$ cat config.mk
export PLATFORM = sky130hd
export DESIGN_NAME = pic_inta_sequencer
export DESIGN_NICKNAME = d
export VERILOG_FILES = /design/src/rtl/pic_inta_sequencer.sv
export SDC_FILE = /design/constraint.sdc
export NUM_CORES = 1
export LEC_CHECK = 0
export ABC_AREA = 1
export CAP_MARGIN = 15
export CORE_ASPECT_RATIO = 0.75
export CORE_UTILIZATION = 40
export CTS_BUF_LIST = sky130_fd_sc_hd__clkbuf_4 sky130_fd_sc_hd__clkbuf_8
export DETAILED_ROUTE_END_ITERATION = 7
export PLACE_DENSITY = 0.68
export SYNTH_ARGS = -nofsm -noshare
export SYNTH_HDL_FRONTEND = slang
export SYNTH_SLANG_ARGS = --single-unit
$ cat constraint.sdc
create_clock -name CLK -period 1.6 [get_ports CLK]
set_input_delay 0.16 -clock CLK [delete_from_list [all_inputs] [get_ports CLK]]
set_output_delay 0.16 -clock CLK [all_outputs]
set_load 0.01 [all_outputs]
$ cat src/rtl/pic_inta_sequencer.sv
// pic_inta_sequencer: 8259-style interrupt acknowledge sequencer.
// Resolves fully-nested priority (IR0 highest) of unmasked requests against
// the in-service register, raises INT, runs the two-pulse INTA handshake,
// sets the in-service bit, pulses `chosen` back to the request register and
// drives the vector byte {vector_base, level} during the second pulse.
// Optional feature macro: PIC_AUTO_EOI_EN adds the `aeoi` port; with aeoi=1
// the in-service bit is cleared when the second INTA rise is sampled.

module pic_inta_sequencer (
  input  logic       CLK,
  input  logic       RST,
  input  logic [7:0] IRR,
  input  logic [7:0] IMR,
  input  logic       INTA_n,
  input  logic [4:0] vector_base,
  input  logic       eoi_ns,
  input  logic       eoi_sp,
  input  logic [2:0] eoi_level,
`ifdef PIC_AUTO_EOI_EN
  input  logic       aeoi,
`endif
  output logic       INT,
  output logic [7:0] chosen,
  output logic [7:0] ISR,
  output logic [7:0] data_out,
  output logic       data_oe
);

  typedef enum logic [2:0] {
    StIdle,
    StReq,
    StAck1,
    StGap,
    StAck2
  } state_e;

  state_e     state_q, state_d;
  logic       inta_q;
  logic [2:0] lvl_q, lvl_d;
  logic       spur_q, spur_d;
  logic       entry_q, entry_d;
  logic [7:0] chosen_q, chosen_d;
  logic [7:0] isr_q, isr_d;
  logic       int_q, int_d;
  logic       data_oe_q, data_oe_d;
  logic [7:0] data_out_q, data_out_d;

  logic [7:0] pend;
  logic [2:0] req_lvl;
  logic [3:0] isr_lvl;
  logic       eligible;
  logic       inta_fall;
  logic       inta_rise;
  logic       aeoi_en;
  logic       aeoi_clr;

`ifdef PIC_AUTO_EOI_EN
  assign aeoi_en = aeoi;
`else
  assign aeoi_en = 1'b0;
`endif

  // Edge detect on the CLK-synchronous acknowledge strobe.
  assign inta_fall = inta_q & ~INTA_n;
  assign inta_rise = ~inta_q & INTA_n;

  // Auto-EOI retires the level at the moment the second acknowledge ends.
  assign aeoi_clr  = aeoi_en && (state_q == StAck2) && inta_rise;

  // Priority resolution: lowest index wins; isr_lvl is 8 when nothing is in service.
  always_comb begin
    pend    = IRR & ~IMR;
    req_lvl = 3'd0;
    for (int i = 7; i >= 0; i--) begin
      if (pend[i]) req_lvl = 3'(i);
    end
    isr_lvl = 4'd8;
    for (int i = 7; i >= 0; i--) begin
      if (isr_q[i]) isr_lvl = 4'(i);
    end
    eligible = (pend != 8'h00) && ({1'b0, req_lvl} < isr_lvl);
  end

  // Handshake FSM next state; the level is frozen on entry to the first acknowledge.
  always_comb begin
    state_d = state_q;
    lvl_d   = lvl_q;
    spur_d  = spur_q;
    entry_d = 1'b0;
    unique case (state_q)
      StIdle, StReq: begin
        if (inta_fall) begin
          // An acknowledge is honoured even without INT; no request means spurious IR7.
          state_d = StAck1;
          entry_d = 1'b1;
          if (pend != 8'h00) begin
            lvl_d  = req_lvl;
            spur_d = 1'b0;
          end else begin
            lvl_d  = 3'd7;
            spur_d = 1'b1;
          end
        end else if (eligible) begin
          state_d = StReq;
        end else begin
          state_d = StIdle;
        end
      end
      StAck1: begin
        if (inta_rise) state_d = StGap;
      end
      StGap: begin
        if (inta_fall) state_d = StAck2;
      end
      StAck2: begin
        if (inta_rise) state_d = StIdle;
      end
      default: state_d = StIdle;
    endcase
  end

  // Registered outputs and in-service update: EOI first, then the acknowledge set.
  always_comb begin
    // INT only while the request is being held, so it drops on the same edge as the fall.
    int_d    = (state_q == StReq) && (state_d == StReq);
    chosen_d = 8'h00;
    isr_d    = isr_q;
    if (eoi_sp) begin
      isr_d[eoi_level] = 1'b0;
    end else if (eoi_ns && (isr_q != 8'h00)) begin
      isr_d[isr_lvl[2:0]] = 1'b0;
    end
    if (aeoi_clr) begin
      isr_d[lvl_q] = 1'b0;
    end
    if (entry_q && !spur_q) begin
      chosen_d[lvl_q] = 1'b1;
      isr_d[lvl_q]    = 1'b1;
    end
    data_oe_d  = (state_q == StAck2);
    data_out_d = data_oe_d ? {vector_base, lvl_q} : 8'h00;
  end

  // State and output registers with asynchronous active-high reset.
  always_ff @(posedge CLK or posedge RST) begin
    if (RST) begin
      state_q    <= StIdle;
      inta_q     <= 1'b1;
      lvl_q      <= 3'd0;
      spur_q     <= 1'b0;
      entry_q    <= 1'b0;
      chosen_q   <= 8'h00;
      isr_q      <= 8'h00;
      int_q      <= 1'b0;
      data_oe_q  <= 1'b0;
      data_out_q <= 8'h00;
    end else begin
      state_q    <= state_d;
      inta_q     <= INTA_n;
      lvl_q      <= lvl_d;
      spur_q     <= spur_d;
      entry_q    <= entry_d;
      chosen_q   <= chosen_d;
      isr_q      <= isr_d;
      int_q      <= int_d;
      data_oe_q  <= data_oe_d;
      data_out_q <= data_out_d;
    end
  end

  assign INT      = int_q;
  assign chosen   = chosen_q;
  assign ISR      = isr_q;
  assign data_oe  = data_oe_q;
  assign data_out = data_out_q;

endmodule

* After elaboration in Yosys (flattened, before gate mapping)
Cells that the tools add are included.
Word-level totals: bits in registers 35, input port bits 29, logic and storage cells 83
Cells by class: order comparisons 7, equal/unequal tests 5, mux-type cells 37, bitwise operators 11, reduce and logical (&&, ||, !) cells 13
Operator list (number):
- 8-bit 2-to-1 mux | 5
- 3-bit 2-to-1 mux | 12
- 4-bit 2-to-1 mux | 8
- 8-bit bitwise AND | 3
- 8-bit NOT | 3
- 8-bit nonzero test | 2
- 3-bit by 4-bit less-than comparator with 1-bit output (second input constant) | 3
- 3-bit case mux with 4 select lines | 1
- 1-bit demux with 3-bit select | 3
- 3-bit by 1-bit greater-or-equal comparator with 1-bit output (second input constant) | 3
- 8-bit bitwise OR | 1
- 1-bit logical AND | 7
- 1-bit 2-to-1 mux | 7
- 3-bit by 1-bit == test with 1-bit output (second input constant) | 2
- 3-bit by 2-bit == test with 1-bit output (second input constant) | 2
- 3-bit by 4-bit less-than comparator with 1-bit output | 1
- 3-bit == test (second input constant) | 1
- 3-bit zero test | 1
- 1-bit bitwise AND | 2
- 2-bit 2-to-1 mux | 1
- 1-bit NOT | 2
- 2-bit AND reduction | 1
- 2-bit OR reduction | 1
- 1-bit zero test | 1

* Depth between registers and ports, before layout
Gate-level depths: netlist (run 1).
word-level depth 18, mapped depth 15, depth with buffers taken out 15

* Least setup slack after synthesis (run 1)
OpenSTA, ideal clock, no wires.
path kind register to register, from register isr_q[0], in the netlist ISR[0], to register state_q[0], setup time 0.119 ns, data arrival time 1.319 ns, setup slack 0.162 ns, stages on the path, launching flop included 11, path buffers 0, cell sequence dfrtp_1 > nor2_2 > nand2_1 > inv_2 > nand2_2 > ha_1 > inv_1 > nor2_1 > nand2_1 > nand2_2 > nand2_1
On the way: word-level cells in the longest chain between the ends 6
RTL lines:
- from (decl) | line 43 | logic [7:0] isr_q, isr_d;
- from (signal assigned) | line 164 | isr_q <= isr_d;
- 4-bit 2-to-1 mux | line 79 | if (isr_q[i]) isr_lvl = 4'(i);
- 3-bit by 4-bit less-than comparator with 1-bit output | line 81 | eligible = (pend != 8'h00) && ({1'b0, req_lvl} < isr_lvl);
- 1-bit logical AND | line 81
- 1-bit 2-to-1 mux | line 103 | end else if (eligible) begin
- 2-bit 2-to-1 mux | line 92 | if (inta_fall) begin
- 3-bit case mux with 4 select lines | line 90 | unique case (state_q)
- named net state_d[0] | line 37 | state_e state_q, state_d;
- to (signal assigned) | line 147 | state_q <= StIdle;
- to (signal assigned) | line 158 | state_q <= state_d;
- to (decl) | line 37
The timed path passes the listed nets, and every way through them passes these cells. A chain may end at the register's enable or synchronous reset.

* Worst setup path after layout (run 1)
from register isr_q[2], in the netlist ISR[2], to register int_q, in the netlist INT
On the way: word-level cells in the longest chain between the ends 10
RTL lines:
- 4-bit 2-to-1 mux (3 in series) | line 79
- 3-bit by 4-bit less-than comparator with 1-bit output | line 81
- 1-bit logical AND | line 81
- 1-bit 2-to-1 mux | line 103
- 2-bit 2-to-1 mux | line 92
- 3-bit case mux with 4 select lines | line 90
- 3-bit by 1-bit == test with 1-bit output | line 125 | int_d = (state_q == StReq) && (state_d == StReq);
- 1-bit logical AND | line 125
- named net int_d | line 44 | logic int_q, int_d;
- to (signal assigned) | line 165 | int_q <= int_d;
- to (decl) | line 44
The timed path passes the listed nets, and every way through them passes these cells.

==> results.md, run 1 <==
Logic synthesis:
- The number of synthesis warnings is 0.
- The synthesized netlist devotes 0% of its cell area to XOR and XNOR gates.
- By area the synthesized netlist is led by sky130_fd_sc_hd__dfrtp_1, sky130_fd_sc_hd__nand2_1, sky130_fd_sc_hd__inv_1.
- The number of different library cells used by synthesis comes to 24.
- In this run the biggest area consumer among cell types represents 51.1% of the synthesized area.
- The share of synthesized cell area in full adder, half adder and majority cells is 1.50%.
- The share of synthesized flip-flops with an asynchronous set or reset is 100%.
- Yosys instantiated no cell more often than sky130_fd_sc_hd__nand2_1.
- The synthesized netlist devotes 25.7% of its cell area to simple gates.
- Summed over all instances, the cell type with the most area after synthesis is sky130_fd_sc_hd__dfrtp_1.
- Summing every instance area after synthesis gives 1660 sq um.
- The multiplexer area fraction after synthesis is 0%.
- The number of instances in the synthesized netlist is a little over 200.
- The register area share after synthesis is 52.7%.
- The number of synthesized flops with an enable pin is 0.
- The average instance in the mapped netlist occupies ~8 sq um.
- The synthesized netlist devotes around a tenth of its cell area to compound gates.
- The most used flip-flop cell after synthesis is sky130_fd_sc_hd__dfrtp_1.
- After synthesis the netlist holds a flip-flop and latch count of 35.
- The dominant combinational cell family by area after synthesis is simple AND/OR/NAND/NOR gates.
- Counting every net in the synthesized netlist gives 236.
- The commonest cells after synthesis are sky130_fd_sc_hd__nand2_1, sky130_fd_sc_hd__dfrtp_1, sky130_fd_sc_hd__inv_1, sky130_fd_sc_hd__nor2_1, sky130_fd_sc_hd__inv_2.

Place:
- The final weighted congestion in routability-driven placement is 0.860.
- The number of placed instances, taps included is 320.
- Input and output buffers added on the ports amount to 54.
- After detailed placement, the total cell area comes to 2350 sq um.
- The detailed placement HPWL is slightly below 3000 um.
- The minimum setup slack after placement is -0.203 ns.

Global route:
- Entering global routing, the biggest net connects 36 pins.
- The number of global-route vias before repair was 1483.
- The number of antenna violations at the first check in global routing is 0.
- The total overflow reported by the global router is 0.
- In the global route stage, overall resource usage came out at approximately a fifth.
- The wire length of the first global-routing pass is 6550 um.

Critical path:
- The required time of the critical path is 1.82 ns.
- The biggest cell delay along the critical path is 0.41 ns.
- Among all stages on the critical path, the largest delay is contributed by sky130_fd_sc_hd__dfrtp_1.
- The critical path is of the flop to flop type.
- STA puts the critical path data arrival time at 1.74 ns.
- The kind of start point of the critical path is a flop.
- The critical path capture point type is a flop.
- The critical path goes through nor2_2 > nand2_2 > inv_2 > nand2_2 > ha_1 > o21ai_1 > nand3_1 > nor2_4 > nand2_2 > nor2_2.
- The most frequent cell on the critical path is sky130_fd_sc_hd__nand2_2.
- Along the worst path, the maximum fanout reaches 3.

Power and ir drop:
- The sequential share of power is 33.9%.
- The cell-internal power is 2.15 mW.
- The overall power of the completed layout is 3.68 mW.
- The share of power burned in combinational logic is 48.8%.
- Per report_power, the clock group accounts for 17.3% of the total.
- Net switching is approximately 42% of the power.
- The cell area power density is approximately 1500 nW/um^2.
- The leakage component of the power is 1.24 nW.
- The net switching power figure is 1.53 mW.
- The maximum resistive drop on vdd is 0.000961 V.

STA:
- For the final routed database, the setup TNS stands at 0 ns.
- Setup violations remaining at the end of the flow were counted as 0.
- The achievable clock frequency is 0.657 GHz.
- The worst path needs 1.52 ns of the cycle, external delays included.
- The number of hold violations in the final report is 0.
- The part of the cycle the worst path needs is 95.1%.
- Final hold analysis gives a worst-case slack of 0.225 ns.
- The worst path setup slack after routing is 0.0787 ns.
- The clock arrives with 0.00534 ns of skew.
- The max-slew violation count is 0.
- The slew at the pin with the worst max-slew slack is 0.363 ns.
- Measured against its own limit, the worst slew margin works out to 75.6%.

Clock tree:
- The clock input transition at the sequential cells of the worst setup and hold paths is 0.07 ns.
- TritonCTS built the clock tree.
- The clock passes through at most 2 buffers.
- The CTS root buffer is sky130_fd_sc_hd__clkbuf_8.
- The later pin in the worst-skew pair is clocked with a latency of 0.28 ns.
- Buffers inserted during clock tree synthesis total 5.
- The H-tree level count is 2.
- The sink count of the clock tree is 35.

Die:
- The die area is roughly 4400 sq um.
- In this run the count of I/O pins placed on the die edge is 55.
- The area inside the core boundary is 3830 sq um.
- For this configuration, the core starts out at a cell density of between 40% and 50%.
- The floorplan has 19 rows.
- The die is 76.5 um wide.
- Measured along the y axis, the die boundary spans 57.9 um.

Routing:
- The count of routing violations after the opening detailed-route iteration is between 80 and 90.
- Across all layers, the routed design uses 1552 vias.
- Once detail routing completed, the nets flagged for antenna violations numbered 0.
- For this run, design rule violations remaining after detail routing come to 0.
- The post-detailed-route via-to-cell ratio is 4.67.
- The routed wire length is 3950 um.
- Before antenna repair, the detailed router went through 4 iterations.
- The routed wire length per instance is 11.9 um.

Finish:
- Cells fill 65.5% of the core in the end.
- The antenna diode instance count is 0.
- After routing the design area is between 2000 and 3000 sq um.
- The filler-free cell count of the finished design is between 300 and 400.
- In the final layout, the share of cells above drive strength 1 is 18.9%.
- The number of nets in the finished design is 310.
- The layout overhead on the synthesized area is 50.8%.

Run:
- Max-cap violations in this run came to 0.

Run status:
- The run finished with clean final reports.

Hold path:
- In this run the worst hold path is classified as primary input to async pin.
[kinds of logic (layout without fill, tap and decap cells)]
| family | count (synthesis) | after routing |
|---|---|---|
| simple gates | 98 | 98 |
| buf+inv | 44 | 119 |
| compound gates | 26 | 26 |
| fa+ha+maj | 2 | 2 |
| flops | 35 | 35 |
[cell usage in the layout (no fill, tap or decap)]
| master | n |
|---|---|
| sky130_fd_sc_hd__nor3_2 | 2 |
| sky130_fd_sc_hd__nand2_1 | 39 |
| sky130_fd_sc_hd__or2_1 | 1 |
| sky130_fd_sc_hd__nor2_2 | 4 |
| sky130_fd_sc_hd__o21ai_2 | 3 |
| sky130_fd_sc_hd__buf_12 | 1 |
| sky130_fd_sc_hd__buf_4 | 12 |
| sky130_fd_sc_hd__ha_1 | 2 |
| sky130_fd_sc_hd__inv_2 | 10 |
| sky130_fd_sc_hd__o21ai_1 | 6 |
| sky130_fd_sc_hd__nand3_2 | 1 |
| sky130_fd_sc_hd__clkdlybuf4s50_1 | 54 |
| sky130_fd_sc_hd__dfrtp_2 | 1 |
| sky130_fd_sc_hd__o21ai_0 | 5 |
| sky130_fd_sc_hd__clkbuf_8 | 5 |
| sky130_fd_sc_hd__nand3_1 | 6 |
| sky130_fd_sc_hd__dfrtp_1 | 33 |
| sky130_fd_sc_hd__a21oi_1 | 2 |
| sky130_fd_sc_hd__clkbuf_4 | 1 |
| sky130_fd_sc_hd__nand2_2 | 6 |
| sky130_fd_sc_hd__o211ai_1 | 2 |
| sky130_fd_sc_hd__o221ai_1 | 4 |
| sky130_fd_sc_hd__nor3_1 | 5 |
| sky130_fd_sc_hd__a31oi_1 | 1 |
| sky130_fd_sc_hd__nor3_4 | 1 |
| sky130_fd_sc_hd__clkinv_2 | 1 |
| sky130_fd_sc_hd__dfstp_2 | 1 |
| sky130_fd_sc_hd__nor2_1 | 30 |
| sky130_fd_sc_hd__inv_1 | 34 |
| sky130_fd_sc_hd__nor2_4 | 3 |
| sky130_fd_sc_hd__a22oi_1 | 1 |
| sky130_fd_sc_hd__o32ai_1 | 2 |
| sky130_fd_sc_hd__clkinvlp_4 | 1 |
[final timing paths]
check | slack (ns) | from | end | cells after the start
max | 0.08 | ISR[2]$_DFF_PP0_ | INT$_DFF_PP0_ | 10
min | 0.23 | RST | data_out[3]$_DFF_PP0_ | 3
max reg2reg | 0.08 | ISR[2]$_DFF_PP0_ | INT$_DFF_PP0_ | 10
min reg2reg | 0.52 | spur_q$_DFFE_PP0P_ | spur_q$_DFFE_PP0P_ | 2
max in group asynchronous | 1.13 | RST | inta_q$_DFF_PP1_ | 3
min in group CLK | 0.34 | INTA_n | inta_q$_DFF_PP1_ | 1
[metal layers]
layer  GRT usage (%)  vias up  routed length (um)
li1                -      794                   -
met2            30.0       46                1870
met1            26.1      708                1810
met5               0        -                   0
met4            6.32        0                  29
met3            5.51        4                 240
[flip-flops by register name, summed over array words and instances (netlist names)]
name,count
lvl_q,3
entry_q,1
chosen,8
spur_q,1
state_q,3
inta_q,1
data_oe,1
INT,1
ISR,8
data_out,8
[cell type report]
class | instances | area, sq um
Fill cell | 332 | 1320
Sequential cell | 35 | 878
Multi-Input combinational cell | 126 | 661
Timing Repair Buffer | 67 | 651
Inverter | 44 | 165
Clock buffer | 6 | 76.3
Tap cell | 52 | 65.1
Clock inverter | 2 | 12.5
[worst max-delay path, delay by kind of cell, from the launching register on]
kind | cells | cell delay, ns
fa+ha+maj | 1 | 0.20
buf+inv | 1 | 0.07
compound gates | 1 | 0.08
simple gates | 7 | 0.68
flops | 1 | 0.41
[power groups by stage]
stage	combinational, mW	sequential (mW)	clock (mW)
floorplan	0.972	1.26	0
global placement	1.57	1.24	0
global route	2.00	1.26	0.678
finish	1.80	1.25	0.637
detailed placement	1.61	1.24	0
CTS	1.61	1.23	0.652
[what timing repair did]
action                                  CTS  global route
hold buffers                              0             0
resized for setup                         0            12
endpoints found under the setup margin    0             5
setup buffers                             0             4
Note: power is estimated with default switching activity, not from simulation.
==> inputs of run 2 (changes only) <==
--- a/config.mk
+++ b/config.mk
@@ -12,6 +12,7 @@
 export CTS_BUF_LIST = sky130_fd_sc_hd__clkbuf_4 sky130_fd_sc_hd__clkbuf_8
 export DETAILED_ROUTE_END_ITERATION = 7
 export PLACE_DENSITY = 0.68
+export REMOVE_ABC_BUFFERS = 1
 export SYNTH_ARGS = -nofsm -noshare
 export SYNTH_HDL_FRONTEND = slang
 export SYNTH_SLANG_ARGS = --single-unit
==> results of run 2 <==
The final DEF is identical to that of run 1; final timing and power are the same.
==> inputs of run 3 (changes only) <==
--- a/config.mk
+++ b/config.mk
@@ -11,7 +11,7 @@
 export CORE_UTILIZATION = 40
 export CTS_BUF_LIST = sky130_fd_sc_hd__clkbuf_4 sky130_fd_sc_hd__clkbuf_8
 export DETAILED_ROUTE_END_ITERATION = 7
-export PLACE_DENSITY = 0.68
+export PLACE_DENSITY = 0.71
 export REMOVE_ABC_BUFFERS = 1
 export SYNTH_ARGS = -nofsm -noshare
 export SYNTH_HDL_FRONTEND = slang
==> run 3 against run 2 <==
  * Count of clock-buffer cells in the layout is 1 lower
  * Cell count shrank 0.30%
  * Clock power decreased by 0.6%
  * Via count shrank 2.4%
  * Core utilization is 0.82 points lower
  * Maximum frequency up 0.96%
  * Global-route usage decreased by 0.40 points
  * Clock skew increased by 0.0013 ns
  * First-iteration DRC count fell by 7.1%
  * Sequential power about the same
  * Design area decreased by 1.2%
  * Combinational power shrank 2%
  * Critical path type unchanged
  * Largest power group unchanged
==> results.md, run 3 (synthesis results as in run 1) <==
Run status:
- Run status: complete, no violations (unchanged).

Die:
- The area inside the core boundary is 3830 sq um (unchanged).
- The site row count is 19 (unchanged).
- The boundary pin count is 55 (unchanged).
- The die span in y is 57.9 um (unchanged).
- The x dimension of the die was 76.5 um (unchanged).
- The initial standard-cell utilization of the core is 43.5% (unchanged).
- The die area is 4430 sq um (unchanged).

Power and ir drop:
- The cell area power density is 1470 nW/um^2 (about the same).
- The leakage component of the power is 1.22 nW (was 1.24 nW).
- The maximum resistive drop on vdd was 0.000872 V (was 0.000961 V).

Critical path:
- The start point of the critical path is ISR[3]$_DFF_PP0_ (was ISR[2]$_DFF_PP0_).
- The worst reg-to-reg path cell count came to 10 (unchanged).
- The kind of start point of the critical path is a flop (unchanged).
- The reg-to-reg critical path startpoint is ISR[3]$_DFF_PP0_ (was ISR[2]$_DFF_PP0_).
- The worst endpoint data arrival time came to 1.74 ns (about the same).
- The critical path capture point is INT$_DFF_PP0_ (unchanged).
- The type of the setup path with the least slack is flop to flop (unchanged).
- The required time of the critical path came to 1.83 ns (was 1.82 ns).
- The maximum fanout encountered on the critical timing path is 3 (unchanged).
- The critical path capture point type is a flop (unchanged).
- The worst reg-to-reg setup slack is 0.09 ns (was 0.08 ns).
- The capturing point of the worst reg2reg path is INT$_DFF_PP0_ (unchanged).

Routing:
- The routed wire length per instance was 11.2 um (was 11.9 um).
- The number of iterations in the first detailed-routing pass is 4 (unchanged).
- The count of unresolved DRC violations after routing is 0 (unchanged).
- The routed via count is 1515 (was 1552).
- The residual antenna-violating net count after detailed routing is 0 (unchanged).
- The count of routing violations after the opening detailed-route iteration was 79 (was 85).
- The post-detailed-route via-to-cell ratio is 4.58 (was 4.67).
- The routed wire length is 3700 um (was 3950 um).

Global route:
- The total overflow reported by the global router is 0 (unchanged).
- The number of antenna violations at the first check in global routing is 0 (unchanged).
- The wire length of the first global-routing pass is 6270 um (was 6550 um).
- The pin count of the biggest net entering global routing is 36 (unchanged).
- The overall routing resource usage came to 18.8% (was 19.2%).
- The number of global-route vias before repair is 1406 (was 1483).

Place:
- The final weighted congestion in routability-driven placement is 0.870 (was 0.860).
- The count of input and output buffers is 54 (unchanged).
- The minimum setup slack after placement is -0.175 ns (was -0.203 ns).
- The detailed placement HPWL was 2820 um (was 2930 um).

Clock tree:
- The clock insertion delay at the later pin of the skew report is 0.29 ns (was 0.28 ns).
- The clock input transition at the sequential cells of the worst setup and hold paths is 0.07 ns (about the same).
- The CTS root buffer is sky130_fd_sc_hd__clkbuf_8 (unchanged).
- The sink count of the clock tree is 35 (unchanged).
- The H-tree level count is 2 (unchanged).
- The CTS tree is built (unchanged).
- The largest buffer count on any clock path is 2 (unchanged).
- The number of buffers inserted by hold repair at cts is 0 (unchanged).
- The number of buffers created by CTS is 5 (unchanged).

STA:
- The slew at the pin with the worst max-slew slack is 0.450 ns (was 0.363 ns).
- The worst path setup slack after routing was 0.0932 ns (was 0.0787 ns).
- The shortest period the worst path allows came to 1.51 ns (was 1.52 ns).
- The max-slew violation count is 0 (unchanged).
- The number of hold violations in the final report came to 0 (unchanged).
- The accumulated negative setup slack is 0 ns (unchanged).
- The remaining max-slew budget at the tightest pin is 69.8% (was 75.6%).
- The part of the cycle the worst path needs is 94.2% (was 95.1%).
- The smallest hold slack is 0.268 ns (was 0.225 ns).
- The number of endpoints failing setup at the final stage is 0 (unchanged).
- The achievable clock frequency is 0.664 GHz (was 0.657 GHz).
- The final setup skew was 0.00665 ns (was 0.00534 ns).

Finish:
- The fraction of layout cells with a size suffix above 1 is 17.6% (was 18.9%).
- Most frequent cells in the layout: sky130_fd_sc_hd__clkdlybuf4s50_1, sky130_fd_sc_hd__nand2_1, sky130_fd_sc_hd__dfrtp_1, sky130_fd_sc_hd__inv_1, sky130_fd_sc_hd__nor2_1 (was sky130_fd_sc_hd__clkdlybuf4s50_1, sky130_fd_sc_hd__nand2_1, sky130_fd_sc_hd__inv_1).
- The layout overhead on the synthesized area is 48.9% (was 50.8%).
- The most common cell after layout, fill and taps aside is sky130_fd_sc_hd__clkdlybuf4s50_1 (unchanged).
- The antenna diode instance count was 0 (unchanged).
- The number of nets in the finished design came to 309 (was 310).

Hold path:
- The classification of the worst-slack hold path is primary input to async pin (unchanged).

Run:
- The count of maximum capacitance violations is 0 (unchanged).
[run 3: critical path, cell delays in order, from the launching register on]
cell	delay, ns
sky130_fd_sc_hd__dfrtp_1	0.41
sky130_fd_sc_hd__nor2_2	0.17
sky130_fd_sc_hd__nand2_2	0.08
sky130_fd_sc_hd__inv_2	0.07
sky130_fd_sc_hd__nand2_2	0.06
sky130_fd_sc_hd__ha_1	0.20
sky130_fd_sc_hd__o21ai_1	0.07
sky130_fd_sc_hd__nand3_1	0.13
sky130_fd_sc_hd__nor2_4	0.11
sky130_fd_sc_hd__nand2_2	0.07
sky130_fd_sc_hd__nor2_2	0.07
[run 3: cell type report]
type / count / area [sq um]
timing repair buffer: 66 / 631
tap: 52 / 65.1
sequential: 35 / 877
clock inverter: 3 / 20.0
inverter: 44 / 165
multi-input combinational: 126 / 651
fill: 337 / 1350
clock buffer: 5 / 68.8
[run 3: metrics by stage]
stage | total power, mW | std cells | instance area (sq um) | utilization (%)
after floorplan | 2.24 | 205 | 1660 | -
after global placement | 2.80 | 320 | 2340 | 61.1
after detailed placement | 2.83 | 320 | 2340 | 61.1
after CTS | 3.49 | 328 | 2430 | 63.4
after global routing | 3.91 | 331 | 2480 | 64.7
final | 3.63 | 331 | 2480 | 64.7
[run 3: what timing repair did]
item / CTS / global route
setup endpoints to repair: 0 / 4
buffers inserted: 0 / 3
endpoints found under the hold margin: 0 / 0
gates resized for setup: 0 / 8
[run 3: worst min path at each step]
stage                                  endpoint  slack (ns)  depth (start not counted)
final                     data_out[6]$_DFF_PP0_        0.27                          3
after global routing      data_out[3]$_DFF_PP0_        0.29                          3
after CTS                 data_out[6]$_DFF_PP0_        0.27                          3
after detailed placement      data_oe$_DFF_PP0_        0.51                          1
after global placement       spur_q$_DFFE_PP0P_        0.49                          2
after floorplan                inta_q$_DFF_PP1_        0.16                          0
[run 3: metal layers]
metal / part of all wire (%) / GRT usage, % / up-vias / wire length (um)
li1: - / - / 785 / -
met2: 43 / 28.1 / 44 / 1590
met5: 0 / 0 / - / 0
met3: 5.8 / 7.09 / 6 / 215
met1: 50 / 25.7 / 680 / 1850
met4: 1.2 / 5.77 / 0 / 43
[run 3: power breakdown]
part | total, mW | switching, mW | internal [mW] | leakage, nW
logic | 1.76 | 1.01 | 0.747 | 0.714
clock network | 0.633 | 0.331 | 0.302 | 0.0402
registers | 1.24 | 0.167 | 1.07 | 0.470
total | 3.63 | 1.51 | 2.12 | 1.22
==> patch, RTL diff (settings of run 1) <==
Take the reset off `isr_q` and `data_out_q` and load them in a clocked block of their own.
--- a/src/rtl/pic_inta_sequencer.sv
+++ b/src/rtl/pic_inta_sequencer.sv
@@ -151,8 +151,6 @@
       entry_q    <= 1'b0;
       chosen_q   <= 8'h00;
-      isr_q      <= 8'h00;
       int_q      <= 1'b0;
       data_oe_q  <= 1'b0;
-      data_out_q <= 8'h00;
     end else begin
       state_q    <= state_d;
@@ -162,9 +160,12 @@
       entry_q    <= entry_d;
       chosen_q   <= chosen_d;
-      isr_q      <= isr_d;
       int_q      <= int_d;
       data_oe_q  <= data_oe_d;
-      data_out_q <= data_out_d;
     end
+  end
+
+  always_ff @(posedge CLK) begin
+    isr_q      <= isr_d;
+    data_out_q <= data_out_d;
   end
 
Function: differs if RST is asserted again (counterexample within 4 cycles, from zero or initial values and one cycle with RST high); with RST held inactive, the same outputs for 10 cycles.
==> patch against run 1 <==
- worst setup slack better by 0.033 ns
- register-to-register slack better by 0.05 ns
- sequential cell count unchanged
- routed wire length decreased by 12%
- core utilization is 0.64 points lower
- design area is 3.4% lower
- sequential share of layout area shrank 2.0 points
- clock power shrank 2%
- via count down 3.3%
- clock skew fell by 0.0017 ns
- total power shrank 3.7%
- combinational power fell by 7%
- die area is 3.9% lower
- area after synthesis is 4.0% lower
- critical path type is now register to output port
- largest cell class unchanged
- largest power group unchanged
==> patch: results (changes against run 1) <==
| Metric | Value |
|---|---|
| Outcome | `finished, final reports clean` |
| Clk_lat worst skew | `0.28 ns (about the same)` |
| Via/cell ratio | `4.56 (-2.4%)` |
| Main area contributors after synthesis | `dfrtp_1 (28%), dfxtp_1 (20%), nand2_1 (9.9%)` |
| Dpl hpwl | `2720 um (-7.2%)` |
| Final nets | `307 (-0.97%)` |
| CP arrival | `1.33 ns (-0.41 ns)` |
| Final period util | `93.0% (-2.0 points)` |
| Peak supply drop | `0.645 mV (-33%)` |
| Worst setup path end | `ISR[0]` |
| Mean Syn Cell Area | `7.91 um^2 (-2.6%)` |
| Sequential area share after synthesis | `49.9% (-2.8 points)` |
| Synth top cells by count | `nand2_1 (42), inv_1 (34), nor2_1 (34), dfrtp_1 (18), dfxtp_1 (16)` |
| Post-Place Worst Slack | `-0.202 ns (+0.00166 ns)` |
| R2R Path End | `INT` |
| R2R Path Start | `ISR[1]` |
| First-pass GRT wire length | `5690 um (-13%)` |
| Async SR Flop Fraction | `54.3% (-46 points)` |
| DR iter-0 viols | `85 (unchanged)` |
| Max transition margin | `79.1% (+3.5 points)` |
| Register-to-register setup slack | `0.13 ns (+0.05 ns)` |
| Synth Net Count | `233 (-1.3%)` |
| GP Congestion | `0.862 (+0.27%)` |
| Cell variety after synth | `29 (+21%)` |
| Layout cells sized above 1 | `17.7% (-1.2 points)` |
| Largest net degree at the start of global routing | `20 (-44%)` |
| Vias in the first global route | `1,307 (-12%)` |
| Non-filler instance count after layout | `329 (-0.90%)` |
| CP startpoint | `ISR[0]` |
| LEAKAGE | `1.13 nW (-9.2%)` |
patch: final cells by class:
class / instances / area (um^2)
clock buffer: 6 / 76.3
tap: 52 / 65.1
multi-input combinational: 125 / 673
timing repair buffer: 67 / 638
sequential: 35 / 800
fill: 339 / 1310
inverter: 42 / 158
clock inverter: 2 / 12.5
patch: cell families after synthesis:
group	count (synthesis)	synth area share (%)
DFF	35	49.9
and+or+nand+nor	96	27.2
adders and majority gates	2	1.57
buffers and inverters	42	9.87
AOI/OAI and AO/OA	27	11.5
patch: stage by stage:
stage	TNS (ns)	cell area [um^2]
after floorplan	0	1600
after global placement	-0.450	2290
after detailed placement	-0.533	2290
after CTS	0	2380
after global routing	0	2420
final	0	2420
patch: worst min-delay path by stage:
stage	startpoint	endpoint	slack, ns	cells past startpoint
2_1_floorplan	RST	INT	0.11	1
3_3_place_gp	state_q[0]	data_oe	0.48	1
3_5_place_dp	state_q[0]	data_oe	0.48	1
4_1_cts	RST	data_oe	0.21	3
5_1_grt	RST	data_oe	0.23	3
6_report	RST	chosen[3]	0.20	3
patch: timing repair:
item / CTS / global route
buffers inserted: 0 / 1
hold buffers: 0 / 0
resized for setup: 0 / 9
endpoints found under the setup margin: 0 / 2
patch: worst max-delay path, stage by stage, from the launching register on:
cell	delay, ns
dfxtp_1	0.37
buf_4	0.15
clkdlybuf4s50_1	0.53
patch: power breakdown:
| group | switching (mW) | leakage (nW) | internal [mW] | total [mW] |
|---|---|---|---|---|
| Sequential | 0.182 | 0.380 | 1.07 | 1.25 |
| Clock | 0.302 | 0.0446 | 0.321 | 0.623 |
| Combinational | 0.929 | 0.701 | 0.745 | 1.67 |
| Total | 1.41 | 1.13 | 2.13 | 3.55 |
patch: routing by layer:
metal / wire length, um / track usage (%) / up-vias
met5: 0 / 0 / -
met2: 1480 / 26.5 / 68
met3: 317 / 7.18 / 2
met4: 31 / 5.66 / 0
li1: - / - / 786
met1: 1640 / 24.7 / 645
